===== src/rtl/sccb_write_arbiter.sv =====
// Round-robin arbiter that shares one SCCB master between two register-write requesters.
// Optional macro SCCB_RETRY_EN: re-run a failed write up to MAX_RETRY extra times.
//
//   state  | meaning
//   IDLE   | no transaction, waiting for req with master idle
//   START  | start condition with slave address, one cycle
//   W_ADDR | waiting for slave-address ack tick, then present register address
//   W_DATA | waiting for register-address ack tick, then present register data
//   W_STOP | waiting for data ack tick, then stop and report done
//   GAP    | mandatory idle after stop, then retry, report err, or return to IDLE
module sccb_write_arbiter #(
  parameter logic [7:0]  SLAVE_ADDR  = 8'h42,
  parameter int unsigned GAP_CYCLES  = 65536,
  parameter int unsigned ACK_TIMEOUT = 200000,
  parameter int unsigned MAX_RETRY   = 3
) (
  input  logic       clk,
  input  logic       rst_n,
  input  logic [1:0] req,
  input  logic [7:0] addr0,
  input  logic [7:0] data0,
  input  logic [7:0] addr1,
  input  logic [7:0] data1,
  output logic [1:0] grant,
  output logic [1:0] done,
  output logic [1:0] err,
  output logic       busy,
  output logic       start,
  output logic       stop,
  output logic [7:0] wr_data,
  input  logic [1:0] ack,
  input  logic [3:0] i2c_state
);

  localparam int unsigned TMAX = (GAP_CYCLES > ACK_TIMEOUT) ? GAP_CYCLES : ACK_TIMEOUT;
  localparam int          TW   = $clog2(TMAX + 1);
  localparam logic [TW-1:0] GAP_LOAD = TW'(GAP_CYCLES - 1);
  localparam logic [TW-1:0] ACK_LOAD = TW'(ACK_TIMEOUT - 1);

  localparam int RW = (MAX_RETRY > 0) ? $clog2(MAX_RETRY + 1) : 1;
`ifdef SCCB_RETRY_EN
  localparam int unsigned RETRY_LIMIT = MAX_RETRY;
`else
  // Without retry support every failure is final.
  localparam int unsigned RETRY_LIMIT = 0 * MAX_RETRY;
`endif
  localparam logic [RW-1:0] RETRY_MAX = RW'(RETRY_LIMIT);

  typedef enum logic [2:0] {
    IDLE   = 3'd0,
    START  = 3'd1,
    W_ADDR = 3'd2,
    W_DATA = 3'd3,
    W_STOP = 3'd4,
    GAP    = 3'd5
  } state_t;

  state_t        state_q;
  logic          owner_q;
  logic [7:0]    addr_q;
  logic [7:0]    data_q;
  logic [TW-1:0] timer_q;
  logic          fail_q;
  logic [RW-1:0] retry_q;

  logic waiting;
  logic ack_ok;
  logic ack_nack;
  logic timeout;
  logic fail_now;
  logic gap_exit;
  logic retry_ok;
  logic win_valid;
  logic win;

  always_comb begin
    waiting   = (state_q == W_ADDR) || (state_q == W_DATA) || (state_q == W_STOP);
    ack_ok    = (ack == 2'b11);
    ack_nack  = (ack == 2'b10);
    timeout   = waiting && !ack[1] && (timer_q == '0);
    fail_now  = waiting && (ack_nack || timeout);
    gap_exit  = (state_q == GAP) && (timer_q == '0) && (i2c_state == 4'd0);
    retry_ok  = fail_q && (retry_q < RETRY_MAX);
    win_valid = (state_q == IDLE) && (i2c_state == 4'd0) && (req != 2'b00);
    // On a tie the requester that was not served last wins.
    win       = (req == 2'b11) ? ~owner_q : req[1];
  end

  always_comb begin
    grant   = 2'b00;
    done    = 2'b00;
    err     = 2'b00;
    start   = 1'b0;
    stop    = 1'b0;
    wr_data = 8'h00;
    busy    = (state_q != IDLE);
    // grant is combinational on req, so hold it low while reset is asserted.
    if (rst_n && win_valid) grant = win ? 2'b10 : 2'b01;
    unique case (state_q)
      START: begin
        start   = 1'b1;
        wr_data = SLAVE_ADDR;
      end
      W_ADDR: if (ack_ok) wr_data = addr_q;
      W_DATA: if (ack_ok) wr_data = data_q;
      W_STOP: if (ack_ok) begin
        stop = 1'b1;
        done = owner_q ? 2'b10 : 2'b01;
      end
      GAP: if (gap_exit && fail_q && !retry_ok) err = owner_q ? 2'b10 : 2'b01;
      default: ;
    endcase
    if (fail_now) stop = 1'b1;
  end

  always_ff @(posedge clk or negedge rst_n) begin
    if (!rst_n) begin
      state_q <= IDLE;
      owner_q <= 1'b1;
      addr_q  <= 8'h00;
      data_q  <= 8'h00;
      timer_q <= '0;
      fail_q  <= 1'b0;
      retry_q <= '0;
    end else begin
      unique case (state_q)
        IDLE: begin
          if (win_valid) begin
            owner_q <= win;
            addr_q  <= win ? addr1 : addr0;
            data_q  <= win ? data1 : data0;
            fail_q  <= 1'b0;
            retry_q <= '0;
            state_q <= START;
          end
        end
        START: begin
          timer_q <= ACK_LOAD;
          state_q <= W_ADDR;
        end
        W_ADDR, W_DATA, W_STOP: begin
          if (fail_now) begin
            fail_q  <= 1'b1;
            timer_q <= GAP_LOAD;
            state_q <= GAP;
          end else if (ack_ok) begin
            unique case (state_q)
              W_ADDR: begin
                timer_q <= ACK_LOAD;
                state_q <= W_DATA;
              end
              W_DATA: begin
                timer_q <= ACK_LOAD;
                state_q <= W_STOP;
              end
              default: begin
                fail_q  <= 1'b0;
                timer_q <= GAP_LOAD;
                state_q <= GAP;
              end
            endcase
          end else begin
            timer_q <= timer_q - TW'(1);
          end
        end
        GAP: begin
          if (timer_q != '0) timer_q <= timer_q - TW'(1);
          if (gap_exit) begin
            if (retry_ok) begin
              retry_q <= retry_q + RW'(1);
              state_q <= START;
            end else begin
              state_q <= IDLE;
            end
          end
        end
        default: state_q <= IDLE;
      endcase
    end
  end

endmodule

===== config.mk =====
export PLATFORM = sky130hd
export DESIGN_NAME = sccb_write_arbiter
export DESIGN_NICKNAME = d
export VERILOG_FILES = /design/src/rtl/sccb_write_arbiter.sv
export SDC_FILE = /design/constraint.sdc
export NUM_CORES = 1
export LEC_CHECK = 0
export CAP_MARGIN = 20
export CORE_UTILIZATION = 26
export CTS_CLUSTER_SIZE = 40
export DETAILED_ROUTE_END_ITERATION = 7
export GPL_TIMING_DRIVEN = 0
export PLACE_DENSITY = 0.53
export SLEW_MARGIN = 10
export SYNTH_ARGS = -nofsm -noshare
export SYNTH_HDL_FRONTEND = slang
export SYNTH_SLANG_ARGS = --single-unit

===== constraint.sdc =====
create_clock -name clk -period 2.5 [get_ports clk]
set_input_delay 0.5 -clock clk [delete_from_list [all_inputs] [get_ports clk]]
set_output_delay 0.5 -clock clk [all_outputs]
set_load 0.1 [all_outputs]

==> results of run 1 <==
[synthesized netlist by cell type (2+ instances only)]
master     count  area [um^2]
a21o_1         2         15.0
nor3_1        12         60.1
nand3_1        9         45.0
o211ai_1       2         15.0
nor3_2         2         20.0
a31oi_1        4         25.0
and2_1         2         12.5
mux2i_1       22          220
buf_2          5         25.0
nand2_1       21         78.8
a32oi_1        2         17.5
or3_1          3         18.8
dfrtp_1       38          951
o21ai_1        7         35.0
o2bb2ai_1      4         35.0
a21boi_0       2         15.0
nor2_1        46          173
o41ai_1        2         17.5
inv_1          6         22.5
a22oi_1        3         22.5
a21oi_1       31          155
or4_1          2         15.0
and3_1         3         18.8
o21ai_0       11         55.1
nor4_1         3         18.8
buf_4          2         15.0
nor2b_1        3         18.8
clkbuf_1       6         22.5
[area by class of cell]
class	instances	area, um^2	area share [%]
sequential	39	981	26.4
clock inverter	2	38.8	1.05
timing repair buffer	77	749	20.2
tap	129	161	4.35
multi-input combinational	228	1580	42.5
inverter	7	31.3	0.843
buffer	14	88.8	2.39
clock buffer	6	82.6	2.23
[kinds of logic (layout without fill, tap and decap cells)]
logic type                 after synthesis  after routing  synth area share, %
DFF                                     39             39                 39.1
AOI/OAI and AO/OA                       83             83                 21.4
muxes                                   22             22                 8.82
buffers and inverters                   22            106                 4.16
and+or+nand+nor                        121            121                 25.7
adders and majority gates                1              1                0.501
xor gates and xnor gates                 1              1                0.351
[stage by stage]
| stage | instance area, um^2 | hold slack (ns) | worst slack (ns) | instances |
|---|---|---|---|---|
| after floorplan | 2600 | 0.204 | -0.411 | 289 |
| after global placement | 3340 | 0.513 | -1.97 | 476 |
| after detailed placement | 3360 | 0.450 | -1.50 | 477 |
| after CTS | 3550 | 0.124 | -0.0939 | 489 |
| after global routing | 3710 | 0.131 | -0.150 | 502 |
| final | 3710 | 0.122 | -0.0972 | 502 |
[power groups by stage]
stage / sequential, mW / clock, mW / combinational (mW)
global placement: 1.06 / 0 / 1.85
floorplan: 1.01 / 0 / 1.41
CTS: 1.06 / 0.588 / 1.88
detailed placement: 1.06 / 0 / 1.86
finish: 1.06 / 0.565 / 1.98
global route: 1.10 / 0.616 / 2.13
[metal layers]
metal / vias up / part of all wire (%) / track usage [%]
li1: 1231 / - / -
met1: 1219 / 44 / 19.0
met2: 53 / 51 / 26.6
met3: 9 / 2.9 / 2.16
met4: 0 / 1.6 / 5.02
met5: - / 0 / 0
[worst register-to-register path: stages (launching register included)]
cell and delay [ns]:
dfrtp_1 0.40, inv_1 0.10, ha_4 0.17, nor2b_4 0.14, and3_1 0.22, a21oi_1 0.38
clkbuf_1 0.42, o21ai_0 0.18, o2bb2ai_1 0.15
[what timing repair did]
action / 4_1_cts / 5_1_grt
hold endpoints to repair: 0 / 0
setup buffers: 5 / 13
hold buffers: 0 / 0
pin swaps: 4 / 8
resized for setup: 130 / 21
setup endpoints to repair: 17 / 14
[how the worst max path moves through the flow]
stage	from	to	slack, ns	depth (start not counted)
2_1_floorplan	i2c_state[1]	err[0]	-0.41	3
3_3_place_gp	rst_n	grant[1]	-1.97	3
3_5_place_dp	req[1]	grant[1]	-1.50	6
4_1_cts	i2c_state[2]	err[0]	-0.09	5
5_1_grt	state_q[0]	err[1]	-0.15	5
6_report	i2c_state[3]	err[1]	-0.1	5
[cell usage in the layout, fill, tap and decap left out, types with 3 or more instances in the layout]
master and instances:
a21oi_1 31, mux2i_1 22, o21ai_0 11, clkbuf_1 3
dfrtp_1 35, inv_1 5, buf_6 9, nor3_1 6
buf_2 7, buf_4 26, clkbuf_8 7, nand3_1 8
nor4_1 3, dfrtp_2 3, nand2_1 19, o2bb2ai_1 4
o21ai_1 7, a31oi_1 4, a22oi_1 3, clkdlybuf4s50_1 35
nor2_1 37, nor3_4 8, nor2_2 9, buf_12 3
[flip-flops by register name, summed over array words and instances, names as in the netlist]
register and count:
timer_q 18, addr_q 8, data_q 8, state_q 3
fail_q 1, owner_q 1
==> run metrics, run 1 <==
count of cell types in the netlist=62; fmax=385 MHz; filler cell count=978; Max rail drop VDD=0.000302 V; max incr delay on CP=0.54 ns; Worst path slowest cell=or4_4; CP required=2.00 ns; Detail Route Antenna Nets=0; sw frac=47.4%; final slew viol count=0; CP Max Fanout=2; Post-Syn Area=2500 um^2; Skew-Pair Late Insertion Delay=0.29 ns; Max Buffers Root-to-Sink=2; Logic pwr share=54.9%; H-tree lvl count=2; overall global routing resource usage=15.1%; pin count of the biggest net entering global routing=27; Setup CP Type=primary input to primary output; Cells after Synth=289; final setup TNS=-0.134 ns; P&R area growth vs syn=48.6%; post-layout minimum cycle time=2.60 ns; Die Height=100 um; leakage=1.50 nW; slew of the pin with the lowest slew margin=0.955 ns; initial antenna violation count=0; R2R depth=8; layout cells sized above 1=27.3%; Pwr Density=973 nW/um^2; Detailed Route WL=7.23 mm; vias per inst=5.00; fin crit share=104%; TritonCTS clock tree=done; Yosys Warn Count=0; GRT overflow=0; drt drc=0; Yosys reg bits=39; RSZ-0062 raised after global routing=yes; final hold vios=0; Sink Count=39; routed len/inst=14.4 um; syn avg cell area=8.64 um^2; post-synthesis sequential area ratio=39.1%; crit-path cells=buf_6, or4_4, or4b_4, nor3_4, buf_12; ant diodes=0; crit path capture type=primary output; status=finished with violations; Starting Density=26.9%; Die Area=10000 um^2; first-pass GRT wire length=12.0 mm; Top delay family on crit path=simple AND/OR/NAND/NOR gates; total nets after synthesis=332; HPWL Detailed=5.30 mm; port bufs=58; sequential share of power=29.5%; die width=100 um; final setup vio count=2; Cell Int Power=1.90 mW; RePlAce Congestion=0.790; DR pass1 iterations=4; Core Box Area=9280 um^2; NetSw=1.71 mW; I/O Pins=59; RR Startpoint=timer_q[1]; R2R Setup Slk=0.24 ns; number of synthesized flops with an enable pin=0; fraction of registers with async set/reset=100%; Worst R2R End=timer_q[13]; Synth Flop Type=dfrtp_1; maxcap violations=0; Final WS setup=-0.0972 ns; Buf+Inv Stages, Crit Path=2; Iter 0 DRT Violations=81; via count=2512; Reg clk slew, reported paths=0.08 ns; worst hold path class=primary input to async pin; clock skew=0.00559 ns; Clk network pwr share=15.6%; nets=415; Num CTS Buffers=5; row cnt=35; Clock Tree Root=clkbuf_8; Startpoint Class=primary input; vias in the first global route=2387; final core occ=40.0%; overall power=3.61 mW; failing checks=setup timing; Slew Limit Headroom=36.6%; CP arrival=2.10 ns
Power figures use the tool's default switching activity.
==> run 2: changes to the inputs <==
--- a/config.mk
+++ b/config.mk
@@ -7,7 +7,6 @@
 export LEC_CHECK = 0
 export CAP_MARGIN = 20
 export CORE_UTILIZATION = 26
-export CTS_CLUSTER_SIZE = 40
 export DETAILED_ROUTE_END_ITERATION = 7
 export GPL_TIMING_DRIVEN = 0
 export PLACE_DENSITY = 0.53
==> results of run 2 <==
Same layout as run 1: the final DEF is identical, and so are final timing and power.
==> run 3: changes to the inputs <==
--- a/config.mk
+++ b/config.mk
@@ -5,7 +5,9 @@
 export SDC_FILE = /design/constraint.sdc
 export NUM_CORES = 1
 export LEC_CHECK = 0
+export ABC_AREA = 1
 export CAP_MARGIN = 20
+export CORE_ASPECT_RATIO = 1.2
 export CORE_UTILIZATION = 26
 export DETAILED_ROUTE_END_ITERATION = 7
 export GPL_TIMING_DRIVEN = 0
==> run metrics, run 3 <==
Pwr Density=998 nW/um^2; via count=2554; nets=477; CP Max Fanout=10; I/O Pins=59; maxcap violations=0; CP arrival=1.94 ns; Cells after Synth=362; Clock Tree Root=clkbuf_8; Worst R2R End=timer_q[0]; DR pass1 iterations=5; Die Height=110 um; Synth Flop Type=dfrtp_1; Die Area=10100 um^2; vias per inst=4.60; Setup CP Type=primary input to primary output; final setup vio count=0; Post-Syn Area=2510 um^2; Detail Route Antenna Nets=0; final hold vios=0; placed cell areas=3310 um^2; synth cell count leaders=nand2_1 (100), nor2_1 (58), dfrtp_1 (38); Core Box Area=9220 um^2; layout cells sized above 1=20.2%; Yosys Warn Count=0; total nets after synthesis=405; Synth area leaders=dfrtp_1 (38%), nand2_1 (15%), nor2_1 (8.7%), nand3_1 (5.4%), a31oi_1 (4.0%); row cnt=38; highest-count cells in the layout ignoring fill and taps=nand2_1 (96), nor2_1 (50), clkdlybuf4s50_1 (40); Synth area leader=dfrtp_1; port bufs=58; Num CTS Buffers=5; count of cell types in the netlist=35; Slew Limit Headroom=62.6%; clock skew=0.00770 ns; cts hold-fix bufs=0; max reg flops=18; syn avg cell area=6.95 um^2; most common cell after layout, fill and taps aside=nand2_1; final core occ=38.1%; Sink Count=39; Largest regs=timer_q x18, addr_q x8, data_q x8; ant diodes=0; post-synthesis sequential area ratio=38.9%; routed len/inst=12.8 um; RR Startpoint=timer_q[12]; Max Buffers Root-to-Sink=2; status=complete, no violations; fin crit share=97.5%; post-layout minimum cycle time=2.44 ns; final setup TNS=0 ns; post-synth top area share=37.8%; final slew viol count=0; leakage=1.54 nW; crit path capture type=primary output; fraction of registers with async set/reset=100%; first-pass GRT wire length=12.0 mm; GRT overflow=0; H-tree lvl count=2; initial antenna violation count=0; P&R area growth vs syn=39.9%; Critical Path Start=ack[1]; Critical Path End=wr_data[6]; number of synthesized flops with an enable pin=0; vias in the first global route=2606; drt drc=0; R2R depth=10; Starting Density=27.3%; worst hold path class=primary input to async pin; die width=91.8 um; final std cell area, no fill=3520 um^2; R2R Setup Slk=0.71 ns; slew of the pin with the lowest slew margin=0.563 ns; TritonCTS clock tree=done; Skew-Pair Late Insertion Delay=0.29 ns; HPWL Detailed=5.60 mm; most frequent cell after synthesis=nand2_1; overall power=3.51 mW; Reg clk slew, reported paths=0.08 ns; Yosys reg bits=39; RePlAce Congestion=0.831; pin count of the biggest net entering global routing=25; Detailed Route WL=7.08 mm; fmax=410 MHz; Iter 0 DRT Violations=88; CP required=2.00 ns; overall global routing resource usage=15.1%; Max rail drop VDD=0.000560 V; Startpoint Class=primary input; largest register by flop count=timer_q
run 3: changes by cell type after synthesis, moves of 6 or more:
cell and delta:
nand2_1 +79, a21oi_1 -23, mux2i_1 -22, inv_1 +18, nand3_1 +18, a31oi_1 +12, nor2_1 +12, nand2_2 +8
nor2_2 +6, o21ai_1 +6
run 3: area by class of cell:
| class | instances | area [um^2] |
|---|---|---|
| timing repair buffer | 66 | 661 |
| buffer | 8 | 58.8 |
| fill | 1000 | 5710 |
| inverter | 33 | 136 |
| tap | 120 | 150 |
| sequential | 39 | 977 |
| clock inverter | 2 | 12.5 |
| multi-input combinational | 281 | 1450 |
| clock buffer | 6 | 72.6 |
run 3: cells by family (layout without fill, tap and decap cells):
group	after synthesis	in the layout	share of synthesized area, %
and+or+nand+nor	225	225	40.8
AOI/OAI and AO/OA	53	53	11.8
buffers and inverters	42	115	7.36
DFF	39	39	38.9
xor gates and xnor gates	2	2	0.697
adders and majority gates	1	1	0.497
run 3: metal layers:
layer	vias up	share of wire (%)	wire length, um	track usage (%)
met2	70	54	3800	29.3
met4	0	1.3	95	3.13
li1	1330	-	-	-
met3	7	5.3	376	3.60
met1	1147	40	2810	16.6
met5	-	0	0	0
run 3: metrics by stage:
step	cells	hold WS, ns	setup slack [ns]
5_1_grt	555	0.152	-0.0125
2_1_floorplan	362	0.204	-0.183
3_3_place_gp	540	0.469	-2.17
3_5_place_dp	541	0.469	-1.34
4_1_cts	550	0.147	0.00247
6_report	555	0.137	0.0628
run 3: critical path: stages:
cell and delay [ns]:
clkdlybuf4s50_1 0.50, nand2_2 0.12, clkinv_4 0.11, buf_4 0.18, nand3_1 0.09, nand3_1 0.13
buf_4 0.30
run 3: what timing repair did:
item | in CTS | in global routing
gates resized for setup | 113 | 18
pin swaps | 2 | 2
setup buffers | 2 | 5
endpoints found under the setup margin | 17 | 15
run 3: power by group:
group / internal [mW] / switching, mW
Combinational: 0.624 / 1.39
Clock: 0.195 / 0.231
Sequential: 0.882 / 0.192
run 3: how the worst min path moves through the flow:
stage	start	endpoint	slack, ns
global placement	timer_q[0]	timer_q[0]	0.47
finish	rst_n	timer_q[1]	0.14
floorplan	rst_n	addr_q[0]	0.20
detailed placement	rst_n	timer_q[5]	0.47
global route	rst_n	timer_q[1]	0.15
CTS	rst_n	timer_q[1]	0.15
